==> config.mk <==
export PLATFORM = sky130hd
export DESIGN_NAME = piso_shift_tx
export DESIGN_NICKNAME = d
export VERILOG_FILES = /design/src/rtl/piso_pkg.sv /design/src/rtl/bit_tick_gen.sv /design/src/rtl/piso_shift_tx.sv
export SDC_FILE = /design/constraint.sdc
export NUM_CORES = 1
export LEC_CHECK = 0
export ABC_AREA = 1
export ABC_CLOCK_PERIOD_IN_PS = 1650
export BUFFER_PORTS_ARGS = -buffer_cell sky130_fd_sc_hd__buf_2
export CORE_MARGIN = 3
export CORE_UTILIZATION = 45
export CTS_BUF_LIST = sky130_fd_sc_hd__clkbuf_2
export DETAILED_ROUTE_END_ITERATION = 16
export PLACE_DENSITY_LB_ADDON = 0.25
export SYNTH_ARGS = -nofsm -noshare
export SYNTH_HDL_FRONTEND = slang
export SYNTH_SLANG_ARGS = --single-unit
==> constraint.sdc <==
create_clock -name CLK -period 1.65 [get_ports CLK]
set_clock_uncertainty 0.1 [all_clocks]
set_input_delay 0 -clock CLK [delete_from_list [all_inputs] [get_ports CLK]]
set_output_delay 0 -clock CLK [all_outputs]
set_load 0.03 [all_outputs]
==> src/rtl/piso_pkg.sv <==
// Shared types, constants and helpers for the PISO serial transmitter.
// States are plain logic constants so older flows read them unchanged.
package piso_pkg;

  typedef logic [1:0] state_t;

  localparam state_t ST_IDLE  = 2'd0;
  localparam state_t ST_SHIFT = 2'd1;
  localparam state_t ST_GAP   = 2'd2;

  localparam logic QH_RST    = 1'b0;
  localparam logic FRAME_RST = 1'b0;
  localparam logic DONE_RST  = 1'b0;

  // Ceiling log2; returns 0 for n <= 1.
  function automatic int clog2(input int n);
    int r;
    int v;
    r = 0;
    v = 1;
    while (v < n) begin
      v = v << 1;
      r = r + 1;
    end
    return r;
  endfunction

endpackage

==> src/rtl/bit_tick_gen.sv <==
// DIV-cycle period counter; TICK marks the last cycle of each period.
// Held at zero while RESTART is high so a period starts cleanly.
module bit_tick_gen
  import piso_pkg::*;
#(
  parameter int DIV = 1
) (
  input  logic CLK,
  input  logic RST,
  input  logic RESTART,
  output logic TICK
);

  localparam int CW = (clog2(DIV) > 0) ? clog2(DIV) : 1;
  localparam logic [CW-1:0] CNT_LAST = CW'(DIV - 1);

  logic [CW-1:0] cnt_q;
  logic [CW-1:0] cnt_d;

  assign TICK = (cnt_q == CNT_LAST);

  // Count up, wrapping after the last cycle of a period.
  always_comb begin
    cnt_d = cnt_q + 1'b1;
    if (RESTART || TICK) begin
      cnt_d = '0;
    end
  end

  // Period counter register.
  always_ff @(posedge CLK or posedge RST) begin
    if (RST) begin
      cnt_q <= '0;
    end else begin
      cnt_q <= cnt_d;
    end
  end

endmodule

==> src/rtl/piso_shift_tx.sv <==
// 74x165-style parallel-in/serial-out transmitter, MSB first,
// with valid/ready load, programmable bit period and inter-word gap.
module piso_shift_tx
  import piso_pkg::*;
#(
  parameter int WIDTH = 8,
  parameter int DIV   = 1,
  parameter int GAP   = 0
) (
  input  logic             CLK,
  input  logic             RST,
  input  logic [WIDTH-1:0] D,
  input  logic             D_VALID,
  output logic             D_READY,
  input  logic             SER_IN,
  output logic             QH,
  output logic             QH_N,
  output logic             FRAME,
  output logic             DONE
);

  localparam int BW = (clog2(WIDTH) > 0) ? clog2(WIDTH) : 1;
  localparam int GW =
    (clog2(GAP * DIV + 1) > 0) ? clog2(GAP * DIV + 1) : 1;
  localparam int GAP_LAST = (GAP > 0) ? GAP - 1 : 0;
  localparam logic [BW-1:0] BIT_LAST = BW'(WIDTH - 1);
  localparam logic [GW-1:0] GAP_END  = GW'(GAP_LAST);

  state_t           state_q, state_d;
  logic [WIDTH-1:0] shreg_q, shreg_d;
  logic [BW-1:0]    bit_q, bit_d;
  logic [GW-1:0]    gap_q, gap_d;
  logic             frame_q, frame_d;
  logic             done_q, done_d;
  logic             tick;
  logic             last_bit;
  logic             word_end;

  bit_tick_gen #(
    .DIV(DIV)
  ) u_tick (
    .CLK    (CLK),
    .RST    (RST),
    .RESTART(state_q == ST_IDLE),
    .TICK   (tick)
  );

  assign last_bit = (bit_q == BIT_LAST);
  assign word_end = (state_q == ST_SHIFT) && tick && last_bit;

  assign D_READY = (state_q == ST_IDLE) ||
                   (word_end && (GAP == 0));
  assign QH    = shreg_q[WIDTH-1];
  assign QH_N  = ~shreg_q[WIDTH-1];
  assign FRAME = frame_q;
  assign DONE  = done_q;

  // Next-state: load, shift per bit period, gap timing.
  always_comb begin
    state_d = state_q;
    shreg_d = shreg_q;
    bit_d   = bit_q;
    gap_d   = gap_q;
    frame_d = frame_q;
    done_d  = 1'b0;
    case (state_q)
      ST_IDLE: begin
        if (D_VALID) begin
          shreg_d = D;
          bit_d   = '0;
          frame_d = 1'b1;
          state_d = ST_SHIFT;
        end
      end
      ST_SHIFT: begin
        if (tick) begin
          shreg_d = {shreg_q[WIDTH-2:0], SER_IN};
          bit_d   = bit_q + 1'b1;
          if (last_bit) begin
            done_d = 1'b1;
            bit_d  = '0;
            gap_d  = '0;
            if (GAP == 0 && D_VALID) begin
              shreg_d = D;
              frame_d = 1'b1;
            end else if (GAP == 0) begin
              frame_d = 1'b0;
              state_d = ST_IDLE;
            end else begin
              frame_d = 1'b0;
              state_d = ST_GAP;
            end
          end
        end
      end
      ST_GAP: begin
        if (tick) begin
          if (gap_q == GAP_END) begin
            gap_d   = '0;
            state_d = ST_IDLE;
          end else begin
            gap_d = gap_q + 1'b1;
          end
        end
      end
      default: begin
        state_d = ST_IDLE;
        frame_d = 1'b0;
      end
    endcase
  end

  // State and datapath registers; reset aborts any word in flight.
  always_ff @(posedge CLK or posedge RST) begin
    if (RST) begin
      state_q <= ST_IDLE;
      shreg_q <= {WIDTH{QH_RST}};
      bit_q   <= '0;
      gap_q   <= '0;
      frame_q <= FRAME_RST;
      done_q  <= DONE_RST;
    end else begin
      state_q <= state_d;
      shreg_q <= shreg_d;
      bit_q   <= bit_d;
      gap_q   <= gap_d;
      frame_q <= frame_d;
      done_q  <= done_d;
    end
  end

endmodule

# [Word level (Yosys, flattened, before mapping)]
# Cells that the tools add are included.
[op_classes] addsub=3 eq_ne=9 bitwise=3 muxes=30 n_reduce_logical=11
[ops] cell="$mux W8" count=4
[ops] cell="$pmux W8 S2" count=1
[ops] cell="$mux W1" count=12
[ops] cell="$mux W2" count=6
[ops] cell="$ne A2 B2 Y1 const B" count=6
[ops] cell="$mux W3" count=3
[ops] cell="$reduce_and A4 Y1" count=2
[ops] cell="$pmux W2 S3" count=1
[ops] cell="$pmux W3 S2" count=1
[ops] cell="$reduce_and A6 Y1" count=1
[ops] cell="$reduce_bool A2 Y1" count=2
[ops] cell="$add A3 B1 Y3 const B" count=1
[ops] cell="$eq A3 B3 Y1 const B" count=1
[ops] cell="$not A1 Y1" count=3
[ops] cell="$pmux W1 S3" count=1
[ops] cell="$reduce_and A3 Y1" count=1
[ops] cell="$add A1 B1 Y1 const B" count=2
[ops] cell="$eq A2 B1 Y1 const B" count=1
[ops] cell="$eq A2 B2 Y1 const B" count=1
[ops] cell="$logic_and A1 B1 Y1" count=2
[ops] cell="$logic_not A2 Y1" count=1
[ops] cell="$logic_or A1 B1 Y1" count=2
[ops] cell="$pmux W1 S2" count=1
[word_totals] word_cells=63 reg_bits=17

# [Longest topological paths before layout]
[depth] word_depth=4 ltp_mapped=8

# [Hierarchy]
# Synthesis repeated with hierarchy kept, for this count alone.
[unflattened] hier_cells=111 hier_area_um2=865.8
[modules_own_cells] module="piso_shift_tx" area_each_um2=829.5 instances=1 seq_area_each_um2=350.3 cells_per_inst=107
[modules_own_cells] module="bit_tick_gen" area_each_um2=36.3 instances=1 seq_area_each_um2=25.0 cells_per_inst=4

# [Worst setup path before layout]
# OpenSTA, ideal clock, no wires.
[synth_path] path_kind="flip-flop to flip-flop" from="register bit_q[0]" to="register shreg_q[7]" period_less_slack_ns=1.401 t_required_ns=1.485 n_path_buf=0 setup_slack_ns=0.249 stages_incl_launch_ff=8 arrival_ns=1.236 path_cell_list="dfrtp_1 -> ha_1 -> ha_1 -> nand2_2 -> nand2_1 -> nand2_1 -> nand3_1 -> nand2_1"
[synth_between] elab_chain_len=4
[synth_rtl] item="start, declared" line="piso_shift_tx.sv:31" text="logic [BW-1:0] bit_q, bit_d;"
[synth_rtl] item="start signal, assigned" line="piso_shift_tx.sv:125" text="bit_q <= bit_d;"
[synth_rtl] item="$eq A3 B3 Y1" line="piso_shift_tx.sv:48" text="assign last_bit = (bit_q == BIT_LAST);"
[synth_rtl] item="$mux W8" line="piso_shift_tx.sv:79" text="if (last_bit) begin"
[synth_rtl] item="$mux W8" line="piso_shift_tx.sv:76" text="if (tick) begin"
[synth_rtl] item="$pmux W8 S2" line="piso_shift_tx.sv:66" text="case (state_q)"
[synth_rtl] item="end signal, assigned" line="piso_shift_tx.sv:117" text="shreg_q <= {WIDTH{QH_RST}};"
[synth_rtl] item="end signal, assigned" line="piso_shift_tx.sv:124" text="shreg_q <= shreg_d;"
[synth_rtl] item="end, declared" line="piso_shift_tx.sv:30" text="logic [WIDTH-1:0] shreg_q, shreg_d;"
# Every way passes these cells. The select of a mux whose other input is x is not followed.
# A chain may end at the register's enable or synchronous reset.

# [Worst setup path in the final report]
[layout_path] from="register bit_q[0]" to="output D_READY"
[layout_between] elab_chain_len=3
[layout_rtl] item="$eq A3 B3 Y1" line="piso_shift_tx.sv:48"
[layout_rtl] item="$logic_and A1 B1 Y1" line="piso_shift_tx.sv:49" text="assign word_end = (state_q == ST_SHIFT) && tick && last_bit;"
[layout_rtl] item="$logic_or A1 B1 Y1" line="piso_shift_tx.sv:51" text="assign D_READY = (state_q == ST_IDLE) ||"
[layout_rtl] item="end, declared" line="piso_shift_tx.sv:14" text="output logic D_READY,"
# Every way passes these cells.

==> impl_metrics.tcl <==
set metrics [dict create \
    maxCapViolCount 0 \
    internal_power_uw 820 \
    clock_sinks 15 \
    worstSetupEndpointType "output pin" \
    grt_pass1_vias 694 \
    grt.total_usage_pct 15.8 \
    avgSynthCellArea_sq_um 7.70 \
    grt_max_degree 19 \
    setup_viol 0 \
    clockBufferDepth 2 \
    clk_latency_ns 0.29 \
    criticalPathCategory "register to output pin" \
    ios 17 \
    combPwrFrac_pct 44.1 \
    cts_buffers 3 \
    dp_hpwl_microns 1120 \
    synth-seq-cells 15 \
    root_buffer "clkbuf_2" \
    area_delta_synth_final_pct 25.6 \
    nFillCells 161 \
    clkPwrFrac_pct 13.5 \
    fin_crit_sh_pct 95.9 \
    reg2reg_slack_ns 0.16 \
    synth_nets 130 \
    synthTopCellsByCount "34 x nand2_1, 24 x inv_1, 16 x nand3_1" \
    outcome "complete, no violations" \
    netlist_area_sq_um 870 \
    antenna_cells 0 \
    period_minus_slack_ns 1.58 \
    drtIter0Drc 19 \
    rsz0062_at_grt "yes" \
    synthArstFlopShare_pct 100 \
    grt_pass1_wl_microns 2930 \
    startpoint_type "register" \
    synth_most_common_cell "nand2_1" \
    vias 761 \
    p_seq_share_pct 42.4 \
    start_util_pct 48.8 \
    p_per_area_mw_per_mm2 1260 \
    hp-class "input port to register" \
    slowest_delay_ns 0.41 \
    cp_max_fo 3 \
    nets 161 \
    synth_cell_types 17 \
    crit_chain "ha_1 -> ha_2 -> nor2_2 -> a21oi_1 -> buf_2" \
    worst_pin_slew_ns 0.567 \
    max-vdd-ir-drop_v 0.000702 \
    holdWs_ns 0.0839 \
    place.gp.congestion 0.849 \
    max-slew-margin-rel_pct 62.2 \
    grt-ovfl-total 0 \
    wl_per_cell_microns 9.86 \
    cts_tree "yes" \
    die_area_sq_mm 0.00250 \
    die_w_microns 50.0 \
    swShare_pct 40.4 \
    power.switching_uw 555 \
    synth-edff-count 0 \
    synthFlopType "dfrtp_1" \
    synth_warnings 0 \
    fmax_ghz 0.632 \
    h-tree-depth 1 \
    core_sq_mm 0.00178 \
    ys_seq_area_share_pct 43.2 \
    finalHoldViolCount 0 \
    rows 15 \
    netlist_instances 113 \
    antenna_found_initial 0 \
    yosys-top-cells-area "dfrtp_1 43%, nand2_1 15%, inv_1 10%" \
    crit_family "adder cells" \
    critical_path_required_ns 1.55 \
    final_max_slew_viol_count 0 \
    power.leakage_nw 0.646 \
    finish.utilization_pct 61.3 \
    routed_wl_microns 1660 \
    critPathBufInv 1 \
    ant_nets 0 \
    vias_per_cell 4.53 \
    clk_pin_slew_ns 0.15 \
    drive_gt1_share_pct 22.4 \
    crit_arrival_ns 1.48 \
    netlist.area_leader.share_pct 43.2 \
    p_total_mw 1.38 \
    synth_top_area_cell "dfrtp_1" \
    drt_pass1_iterations 4 \
    die_h_microns 50.0 \
    cp_slowest_cell "dfrtp_1" \
    portBuffers 16 \
    drc 0 \
]
==> cell families after synthesis <==
group / share of synthesized area, %
and+or+nand+nor: 29.6
other: 0.431
AOI/OAI and AO/OA: 4.32
adders and majority gates: 7.19
DFF: 43.2
buffers and inverters: 15.3
==> power groups by stage <==
stage	logic [mW]	registers [mW]	clock network [mW]
floorplan	0.413	0.620	0
global placement	0.544	0.587	0
detailed placement	0.553	0.593	0
CTS	0.597	0.583	0.192
global route	0.699	0.599	0.221
finish	0.607	0.583	0.186
==> cell usage in the layout (no fill, tap or decap), drive strengths merged <==
master        n
o21ai         5
a21oi         1
nand2        37
ha            5
nand3        16
inv          25
nand4         1
dfrtp        15
conb          1
clkbuf        4
dlygate4sd3  10
nor2          4
buf          19
==> per-stage QoR <==
step,area (sq um),std cells,setup slack (ns),TNS (ns)
CTS,1080,167,0.00745,0
global route,1090,168,-0.0493,-0.0493
finish,1090,168,0.0675,0
detailed placement,950,152,0.0996,0
floorplan,870,113,0.249,0
global placement,950,152,0.150,0
==> metal layers <==
metal | up-vias | wire length (microns) | GRT usage [%]
li1 | 398 | - | -
met1 | 338 | 765 | 18.3
met2 | 19 | 786 | 25.8
met3 | 6 | 71 | 5.74
met4 | 0 | 32 | 6.91
met5 | - | 0 | 0
==> cell type report <==
| cell class | count | area, sq um | area share, % |
|---|---|---|---|
| tap | 25 | 31.3 | 2.86 |
| clock buffer | 4 | 20.0 | 1.83 |
| timing repair buffer | 29 | 203 | 18.6 |
| multi-input combinational | 70 | 369 | 33.8 |
| inverter | 25 | 93.8 | 8.59 |
| sequential | 15 | 375 | 34.4 |
==> sequential cells by signal (all words and copies together) (netlist names) <==
signal        flops
DONE              1
FRAME             1
bit_q             3
shreg_q           8
state_q           1
u_tick.cnt_q      1
==> path summary, 6_finish.rpt <==
kind | start | end | depth (start not counted)
setup / recovery | bit_q[0] | D_READY | 5
hold reg to reg | shreg_q[4] | shreg_q[4] | 2
setup reg to reg | bit_q[0] | shreg_q[7] | 7
hold / removal | D_VALID | shreg_q[6] | 5
min in group asynchronous | RST | shreg_q[7] | 3
max in group asynchronous | RST | shreg_q[3] | 3
==> what timing repair did <==
| action | in CTS | in global routing |
|---|---|---|
| setup endpoints to repair | 1 | 9 |
| pin swaps | 1 | 1 |
| gates resized for setup | 1 | 2 |
| buffers inserted | 1 | 1 |
| hold buffers | 10 | 0 |
| hold endpoints to repair | 23 | 0 |
==> worst reg2reg max path: cells and delay by family (launching register included) <==
kind / cells / cell delay (ns)
adders and majority gates: 2 / 0.43
and+or+nand+nor: 5 / 0.51
DFF: 1 / 0.41
(Power assumes the default switching activity.)
